**config.mk**
```make
export PLATFORM = sky130hd
export DESIGN_NAME = modex_stream_engine
export DESIGN_NICKNAME = d
export VERILOG_FILES = /design/src/rtl/modex_stream_engine.sv
export SDC_FILE = /design/constraint.sdc
export NUM_CORES = 1
export LEC_CHECK = 0
export CAP_MARGIN = 0
export CORE_ASPECT_RATIO = 1.4
export CORE_UTILIZATION = 55
export DETAILED_ROUTE_END_ITERATION = 7
export GPL_TIMING_DRIVEN = 0
export PLACE_DENSITY = 0.75
export SETUP_SLACK_MARGIN = 0.1
export SLEW_MARGIN = 20
export SYNTH_ARGS = -nofsm -noshare
export SYNTH_HDL_FRONTEND = slang
export SYNTH_HIERARCHICAL = 1
export SYNTH_SLANG_ARGS = --single-unit
```
**constraint.sdc**
```tcl
create_clock -name clk -period 13.5 [get_ports clk]
set_input_delay 4.05 -clock clk [delete_from_list [all_inputs] [get_ports clk]]
set_output_delay 4.05 -clock clk [all_outputs]
set_load 0.005 [all_outputs]
```
**src/rtl/modex_stream_engine.sv**
```systemverilog
// Constant-time modular exponentiation, result = base^exponent mod modulus, with valid/ready
// on operands and results. Latency 1+(EXP_W+1)*(WIDTH+1)+1 cycles (2 for modulus 0/1); result held under out_ready=0.

module modex_modmul #(
    parameter int WIDTH = 16
) (
    input  logic             clk,
    input  logic             rst,
    input  logic             clr,
    input  logic             en,
    input  logic             a_bit,
    input  logic [WIDTH-1:0] b,
    input  logic [WIDTH-1:0] m,
    output logic [WIDTH-1:0] acc
);
    logic [WIDTH+1:0] acc_q, acc_d;
    logic [WIDTH+1:0] m_ext, acc_base, sum, sub1, sub2;

    // acc < m on entry, so 2*acc + b < 3m and two conditional subtractions restore acc < m
    always_comb begin
        m_ext    = {2'b00, m};
        acc_base = clr ? '0 : acc_q;
        sum      = (acc_base << 1) + (a_bit ? {2'b00, b} : '0);
        sub1     = (sum >= m_ext) ? sum - m_ext : sum;
        sub2     = (sub1 >= m_ext) ? sub1 - m_ext : sub1;
        acc_d    = en ? sub2 : acc_q;
    end

    always_ff @(posedge clk or negedge rst) begin
        if (!rst) acc_q <= '0;
        else      acc_q <= acc_d;
    end

    assign acc = acc_q[WIDTH-1:0];
endmodule

module modex_stream_engine #(
    parameter int WIDTH = 16,
    parameter int EXP_W = 16
) (
    input  logic             clk,
    input  logic             rst,
    input  logic             in_valid,
    output logic             in_ready,
    input  logic [WIDTH-1:0] base,
    input  logic [EXP_W-1:0] exponent,
    input  logic [WIDTH-1:0] modulus,
    output logic             out_valid,
    input  logic             out_ready,
    output logic [WIDTH-1:0] result,
    output logic             err,
    output logic             busy
);
    localparam int CW = $clog2(WIDTH + 1);
    localparam int KW = $clog2(EXP_W + 1);

    typedef enum logic [2:0] {
        S_IDLE,
        S_CHECK,
        S_REDUCE,
        S_EXP,
        S_DONE
    } state_t;

    state_t           state_q, state_d;
    logic [CW-1:0]    cnt_q, cnt_d;
    logic [KW-1:0]    k_q, k_d;
    logic [WIDTH-1:0] base_q, base_d;
    logic [EXP_W-1:0] exp_q, exp_d;
    logic [WIDTH-1:0] mod_q, mod_d;
    logic [WIDTH-1:0] r_q, r_d;
    logic [WIDTH-1:0] b_q, b_d;
    logic [WIDTH-1:0] result_q, result_d;
    logic             err_q, err_d;
    logic             out_valid_q, out_valid_d;
    logic             in_ready_q, in_ready_d;
    logic             busy_q, busy_d;

    logic             step_en, step_clr, last_cnt;
    logic [WIDTH-1:0] mul_a, mul_b, a_sh, s_sh;
    logic [WIDTH-1:0] prod_a, prod_s;

    // Unit A forms base*1 during REDUCE and R*B during EXP; unit S forms B*B
    always_comb begin
        last_cnt = (cnt_q == CW'(WIDTH));
        step_en  = (state_q == S_REDUCE || state_q == S_EXP) && !last_cnt;
        step_clr = (cnt_q == '0);
        mul_a    = (state_q == S_REDUCE) ? base_q : r_q;
        mul_b    = (state_q == S_REDUCE) ? WIDTH'(1) : b_q;
        a_sh     = mul_a << cnt_q;
        s_sh     = b_q << cnt_q;
    end

    modex_modmul #(.WIDTH(WIDTH)) u_mul_rb (
        .clk   (clk),
        .rst   (rst),
        .clr   (step_clr),
        .en    (step_en),
        .a_bit (a_sh[WIDTH-1]),
        .b     (mul_b),
        .m     (mod_q),
        .acc   (prod_a)
    );

    modex_modmul #(.WIDTH(WIDTH)) u_mul_bb (
        .clk   (clk),
        .rst   (rst),
        .clr   (step_clr),
        .en    (step_en && state_q == S_EXP),
        .a_bit (s_sh[WIDTH-1]),
        .b     (b_q),
        .m     (mod_q),
        .acc   (prod_s)
    );

    always_comb begin
        state_d     = state_q;
        cnt_d       = cnt_q;
        k_d         = k_q;
        base_d      = base_q;
        exp_d       = exp_q;
        mod_d       = mod_q;
        r_d         = r_q;
        b_d         = b_q;
        result_d    = result_q;
        err_d       = err_q;
        out_valid_d = out_valid_q;
        in_ready_d  = in_ready_q;
        busy_d      = busy_q;
        case (state_q)
            S_IDLE: begin
                if (in_valid) begin
                    base_d     = base;
                    exp_d      = exponent;
                    mod_d      = modulus;
                    in_ready_d = 1'b0;
                    busy_d     = 1'b1;
                    state_d    = S_CHECK;
                end
            end
            S_CHECK: begin
                cnt_d = '0;
                if (mod_q == '0) begin
                    result_d = '0;
                    err_d    = 1'b1;
                    state_d  = S_DONE;
                end else if (mod_q == WIDTH'(1)) begin
                    result_d = '0;
                    err_d    = 1'b0;
                    state_d  = S_DONE;
                end else begin
                    state_d = S_REDUCE;
                end
            end
            S_REDUCE: begin
                if (last_cnt) begin
                    b_d     = prod_a;
                    r_d     = WIDTH'(1);
                    k_d     = '0;
                    cnt_d   = '0;
                    state_d = S_EXP;
                end else begin
                    cnt_d = cnt_q + CW'(1);
                end
            end
            S_EXP: begin
                if (last_cnt) begin
                    // R*B always runs; the exponent bit only gates its writeback
                    b_d   = prod_s;
                    r_d   = exp_q[0] ? prod_a : r_q;
                    exp_d = exp_q >> 1;
                    cnt_d = '0;
                    if (k_q == KW'(EXP_W - 1)) begin
                        result_d = exp_q[0] ? prod_a : r_q;
                        err_d    = 1'b0;
                        state_d  = S_DONE;
                    end else begin
                        k_d = k_q + KW'(1);
                    end
                end else begin
                    cnt_d = cnt_q + CW'(1);
                end
            end
            S_DONE: begin
                if (!out_valid_q) begin
                    out_valid_d = 1'b1;
                end else if (out_ready) begin
                    out_valid_d = 1'b0;
                    in_ready_d  = 1'b1;
                    busy_d      = 1'b0;
                    state_d     = S_IDLE;
                end
            end
            default: state_d = S_IDLE;
        endcase
    end

    always_ff @(posedge clk or negedge rst) begin
        if (!rst) begin
            state_q     <= S_IDLE;
            cnt_q       <= '0;
            k_q         <= '0;
            base_q      <= '0;
            exp_q       <= '0;
            mod_q       <= '0;
            r_q         <= '0;
            b_q         <= '0;
            result_q    <= '0;
            err_q       <= 1'b0;
            out_valid_q <= 1'b0;
            in_ready_q  <= 1'b1;
            busy_q      <= 1'b0;
        end else begin
            state_q     <= state_d;
            cnt_q       <= cnt_d;
            k_q         <= k_d;
            base_q      <= base_d;
            exp_q       <= exp_d;
            mod_q       <= mod_d;
            r_q         <= r_d;
            b_q         <= b_d;
            result_q    <= result_d;
            err_q       <= err_d;
            out_valid_q <= out_valid_d;
            in_ready_q  <= in_ready_d;
            busy_q      <= busy_d;
        end
    end

    assign in_ready  = in_ready_q;
    assign out_valid = out_valid_q;
    assign result    = result_q;
    assign err       = err_q;
    assign busy      = busy_q;
endmodule

```
# After elaboration in Yosys (flattened, before gate mapping)
# Cells that the tools add are included.
[totals] ff_bits=147 output_inout_bits=20 wordCells=119
[op_classes] n_addsub=8 magnitude_cmp=4 n_eq_ne=15 n_shift=2 mux=55 n_reduce_logical=20
[op_table] op="16-bit 2-to-1 mux" n=15
[op_table] op="16-bit case mux with 2 select lines" n=4
[op_table] op="18-bit by 16-bit >= comparator with 1-bit output" n=4
[op_table] op="17-bit 2-to-1 mux" n=4
[op_table] op="18-bit adder" n=2
[op_table] op="18-bit 2-to-1 mux" n=2
[op_table] op="18-bit by 16-bit subtractor with 18-bit output" n=2
[op_table] op="17-bit by 16-bit subtractor with 17-bit output" n=2
[op_table] op="16-bit by 5-bit << shifter with 16-bit output" n=2
[op_table] op="3-bit 2-to-1 mux" n=8
[op_table] op="5-bit 2-to-1 mux" n=4
[op_table] op="5-bit case mux with 2 select lines" n=2
[op_table] op="16-bit by 1-bit equality test with 1-bit output (second input constant)" n=1
[op_table] op="16-bit zero test" n=1
[op_table] op="3-bit case mux with 5 select lines" n=1
[op_table] op="1-bit 2-to-1 mux" n=12
[op_table] op="2-bit != test (second input constant)" n=6
[op_table] op="4-bit AND reduction" n=3
[op_table] op="5-bit by 1-bit adder with 5-bit output (second input constant)" n=2
[op_table] op="2-bit nonzero test" n=5
[op_table] op="3-bit by 2-bit equality test with 1-bit output (second input constant)" n=2
[op_table] op="1-bit case mux with 2 select lines" n=3
[op_table] op="3-bit AND reduction" n=2
[op_table] op="6-bit AND reduction" n=1
[op_table] op="13 further kinds" n=14

# Depth between registers and ports, before layout
[depth] word_depth=9 ltp_mapped=38 mapped_depth_nobuf=33

# By module
# Netlist, hierarchy kept.
[by_module_without_submodules] module="modex_stream_engine" instances=1 cells_each=482 area_per_inst_um2=5721.7
[by_module_without_submodules] module="modex_modmul at u_mul_bb" instances=1 cells_each=496 area_per_inst_um2=3759.9
[by_module_without_submodules] module="modex_modmul at u_mul_rb" instances=1 cells_each=494 area_per_inst_um2=3733.6

# Least setup slack after synthesis
# OpenSTA, ideal clock, no wires.
[synth_timing] path_kind="register to register" from="register cnt_q[1]" to="register u_mul_bb.acc_q[10]" setup_ns=0.082 t_arrival_ns=7.964 slack_ns=5.454 path_stages_with_launch=39 cell_sequence="dfrtp_1 > clkbuf_1 > inv_1 > ha_1 > nor3b_1 > nor2b_1 > clkbuf_1 > nor2b_1 > ha_1 > or4_1 > o21ai_2 > a31oi_2 > a21o_1 > a21oi_1 > xnor2_1 > ha_1 > a21o_1 > a31oi_1 > [... 3 more ...] > and2_4 > buf_6 > buf_6 > nor2_1 > a31oi_1 > ha_1 > fa_1 > nor2b_1 > o21a_1 > o21ai_0 > a221oi_1 > nor4bb_1 > o2bb2ai_1 > and2_1 > clkbuf_1 > buf_2 > nand3_1 > a31oi_1"
[synth_between] elab_chain_len=7 word_cells_on_any_way=15 cone_classes="add/sub (3); order compare (2); eq/ne (1); shift (1); mux (4); reduce/logical (4)"
[synth_lines] element="from (decl)" line_no="66" text="logic [CW-1:0] cnt_q, cnt_d;"
[synth_lines] element="from (signal assigned)" line_no="215" text="cnt_q <= cnt_d;"
[synth_lines] element="5-bit zero test *" line_no="87" text="step_clr = (cnt_q == '0);"
[synth_lines] element="net step_clr" line_no="79" text="logic step_en, step_clr, last_cnt;"
[synth_lines] element="17-bit 2-to-1 mux *" line_no="22" text="acc_base = clr ? '0 : acc_q;"
[synth_lines] element="18-bit adder *" line_no="23" text="sum = (acc_base << 1) + (a_bit ? {2'b00, b} : '0);"
[synth_lines] element="18-bit by 16-bit subtractor with 18-bit output or 18-bit by 16-bit >= comparator with 1-bit output (tied branches)" line_no="24" text="sub1 = (sum >= m_ext) ? sum - m_ext : sum;"
[synth_lines] element="18-bit 2-to-1 mux *" line_no="24"
[synth_lines] element="17-bit by 16-bit subtractor with 17-bit output or 18-bit by 16-bit >= comparator with 1-bit output (tied branches)" line_no="25" text="sub2 = (sub1 >= m_ext) ? sub1 - m_ext : sub1;"
[synth_lines] element="17-bit 2-to-1 mux *" line_no="25"
[synth_lines] element="to (signal assigned)" line_no="30" text="if (!rst) acc_q <= '0;"
[synth_lines] element="to (signal assigned)" line_no="31" text="else acc_q <= acc_d;"
[synth_lines] element="to (decl)" line_no="16" text="logic [WIDTH+1:0] acc_q, acc_d;"
# The timed path passes the listed nets; every way through them passes the cells marked *.
# A chain may end at the register's enable or synchronous reset.

# Worst setup path in the final report
# Ends and elaborated chain as after synthesis.

==> results by group <==
Clock tree
  • Cts repair resizes: 0
  • CTS tree: done
  • Worst-path clk slew: 70 ps
  • Max clock buf depth: 2
  • Htree depth: 4
  • CTS Hold Bufs: 0
  • Insertion delay to the later sink of the worst-skew pair: 440 ps
  • Postcts setup bufs: 0
  • Root buffer cell: clkbuf_16
  • CTS sink cnt: 147
  • CTS buffer count: 17

Floorplan
  • DIE WIDTH: 133 um
  • # IOs: 72
  • Initial Util: 0.565
  • Die area: 24,700 um^2
  • Core area: 23,400 um^2
  • Die Y: 185 um
  • Row count: 66

Logic synthesis
  • Area leader, netlist: dfrtp_1
  • FFs w/ async S/R, synth: 1.00
  • Ys flop type: dfrtp_1
  • Flip-flop and latch count after synthesis: 147
  • Syn Area/Cell: 8.98 um^2
  • Mapped Area: 13,200 um^2
  • Sequential area share after synthesis: 0.278
  • Synth cell count leaders: 146 x dfrtp_1, 106 x nor2_1, 98 x ha_1
  • Post-synthesis instance total: 1,472
  • Post-synth EDFFs: 0
  • Count leader, synth: dfrtp_1
  • Area share of the largest cell type after synthesis: 0.276
  • Yosys warning total: 6
  • Synth top area cells: dfrtp_1 28%, ha_1 9.3%, mux2_2 5.6%
  • Synth cell types: 94
  • Syn Nets: 1,628

Placement
  • Port bufs: 71
  • Detail Placement HPWL: 29,300 um
  • GPL Wtd Cong: 0.977
  • Pre-CTS WS: 3760 ps

Hold path
  • Hold Path End: in_ready
  • Min-delay src: in_ready
  • Hold depth: 2
  • Worst hold path type: reg -> reg

STA
  • Worst Skew: 10.2 ps
  • Post-route setup TNS: 0 ps
  • Relative slew margins: 0.498
  • RSZ-0062 raised after global routing: false
  • Pin slew with the least headroom to its limit: 754 ps
  • Fin crit share: 0.733
  • Setup violations, final: 0
  • Final hold viol count: 0
  • Max Slew Vio Count: 0
  • Clock period minus worst slack: 9900 ps
  • Final setup margin: 3600 ps
  • Fmax: 101 MHz

Global routing
  • First-pass GRT wire length: 57,800 um
  • Vias in the first global route: 11,098
  • GRT Total Usage: 0.306
  • Grt ovf: 0
  • Largest net degree at the start of global routing: 91
  • Initial antenna violation count: 0

Setup path
  • FF-to-FF End: u_mul_bb/acc_q[10]
  • CP Capture Type: flip-flop
  • Critical Path Start Type: flip-flop
  • Register-to-Register Path Depth: 39
  • WP data required: 13,850 ps
  • Buffers and inverters on the worst path: 8
  • Critical path's largest stage delay: 650 ps
  • Crit-path max FO: 14
  • Critical Path AT: 10,250 ps
  • CP max-delay cell: a21oi_1
  • R2R Setup Slk: 3600 ps
  • Type of the worst setup path: reg -> reg
  • Worst R2R Start: cnt_q[1]
  • Cell mode on critical path: ha_1
  • Cell family with most CP delay: compound AO/OA/AOI/OAI gates

Finish
  • Area grow syn2layout: 12.9%
  • FILL cells: 2,030
  • Nets: 1,720
  • Number of diodes: 0
  • Layout cells sized above 1: 0.148

Route
  • DR WL/cell: 19.4 um
  • DRT iter0 DRCs: 653
  • Detail Route Antenna Nets: 0
  • Residual DRC: 0
  • Avg Vias per Cell: 5.98
  • Via count: 11,264
  • Drt total wl: 36,500 um
  • DRT Pass-1 Iters: 5

Status
  • Status: completed

Job
  • Max_cap viols: 0
==> flip-flops by register name, summed over array words and instances (netlist names) <==
name and flops:
b_q 16, cnt_q 5, exp_q 16, u_mul_rb/acc_q 17, state_q 3, out_valid 1, err 1, base_q 16
result 16, in_ready 1, busy 1, mod_q 16, k_q 5, u_mul_bb/acc_q 17, r_q 16
==> placed cells by master (no fill, tap or decap), types with 17 or more instances in the layout <==
cell type	synthesis	final
dfrtp_1	146	146
nor2_1	106	106
ha_1	98	98
o21ai_0	91	91
a21oi_1	90	90
nand2_1	87	87
clkdlybuf4s50_1	0	70
mux2_2	66	66
inv_1	63	63
nor2b_1	60	59
mux2i_1	54	54
nand3_1	54	54
xnor2_1	51	51
and2_1	40	40
buf_4	39	39
a31oi_1	35	35
nor3_1	26	26
a21o_1	25	25
xor2_1	24	24
clkbuf_1	22	23
buf_2	18	18
a22o_1	18	18
clkbuf_16	0	17
==> layer usage <==
layer	wire length, um	GRT usage	up-vias
met3	1380	0.0449	106
met2	17900	0.537	330
met4	2090	0.187	0
met5	0	0	-
li1	-	-	5508
met1	15200	0.350	5320
==> worst register-to-register path: cells and delay by family (launching register included) <==
family / cells / cell delay (ps)
adders and majority gates: 5 / 1390
DFF: 1 / 380
and+or+nand+nor: 10 / 2590
xor gates and xnor gates: 1 / 210
AOI/OAI and AO/OA: 15 / 3450
buffers and inverters: 8 / 1830
==> stage by stage <==
stage | hold slack (ps) | util | cell area, um^2 | std cells
6_report | 468 | 0.638 | 14900 | 1883
5_1_grt | 511 | 0.638 | 14900 | 1883
4_1_cts | 470 | 0.638 | 14900 | 1883
3_5_place_dp | 460 | 0.614 | 14400 | 1851
3_3_place_gp | 455 | 0.612 | 14300 | 1849
2_1_floorplan | 450 | - | 13200 | 1472
==> worst max-delay path by stage <==
stage / from / to / slack [ps] / cells after the start
floorplan: cnt_q[1] / u_mul_bb/acc_q[10] / 5450 / 38
global placement: rst / u_mul_bb/acc_q[16] / 2600 / 1
detailed placement: cnt_q[0] / u_mul_bb/acc_q[15] / 3760 / 37
CTS: cnt_q[0] / u_mul_bb/acc_q[15] / 3730 / 37
global route: cnt_q[1] / u_mul_bb/acc_q[10] / 3010 / 39
finish: cnt_q[1] / u_mul_bb/acc_q[10] / 3600 / 39
==> cells by family after synthesis <==
family	after synthesis	share of synthesized area
XOR/XNOR	75	0.0497
AO/OA/AOI/OAI	390	0.197
adder cells (fa/ha/maj)	104	0.102
AND/OR/NAND/NOR	463	0.184
flip-flops	147	0.278
multiplexers	136	0.123
buffers and inverters	157	0.0653
==> layout make-up <==
class | instances | area, um^2 | share of cell area
clock inverters | 13 | 115 | 0.00772
flip-flops and latches | 147 | 3680 | 0.247
well taps | 306 | 383 | 0.0257
plain buffers | 93 | 623 | 0.0418
repair buffers | 73 | 758 | 0.0508
clock buffers | 19 | 443 | 0.0297
multi-input cells | 1168 | 8670 | 0.582
inverters | 64 | 240 | 0.0161
Power is left out: the tool's default activity adds up to more than one toggle a clock period on the data nets, which glitch-free logic cannot reach.
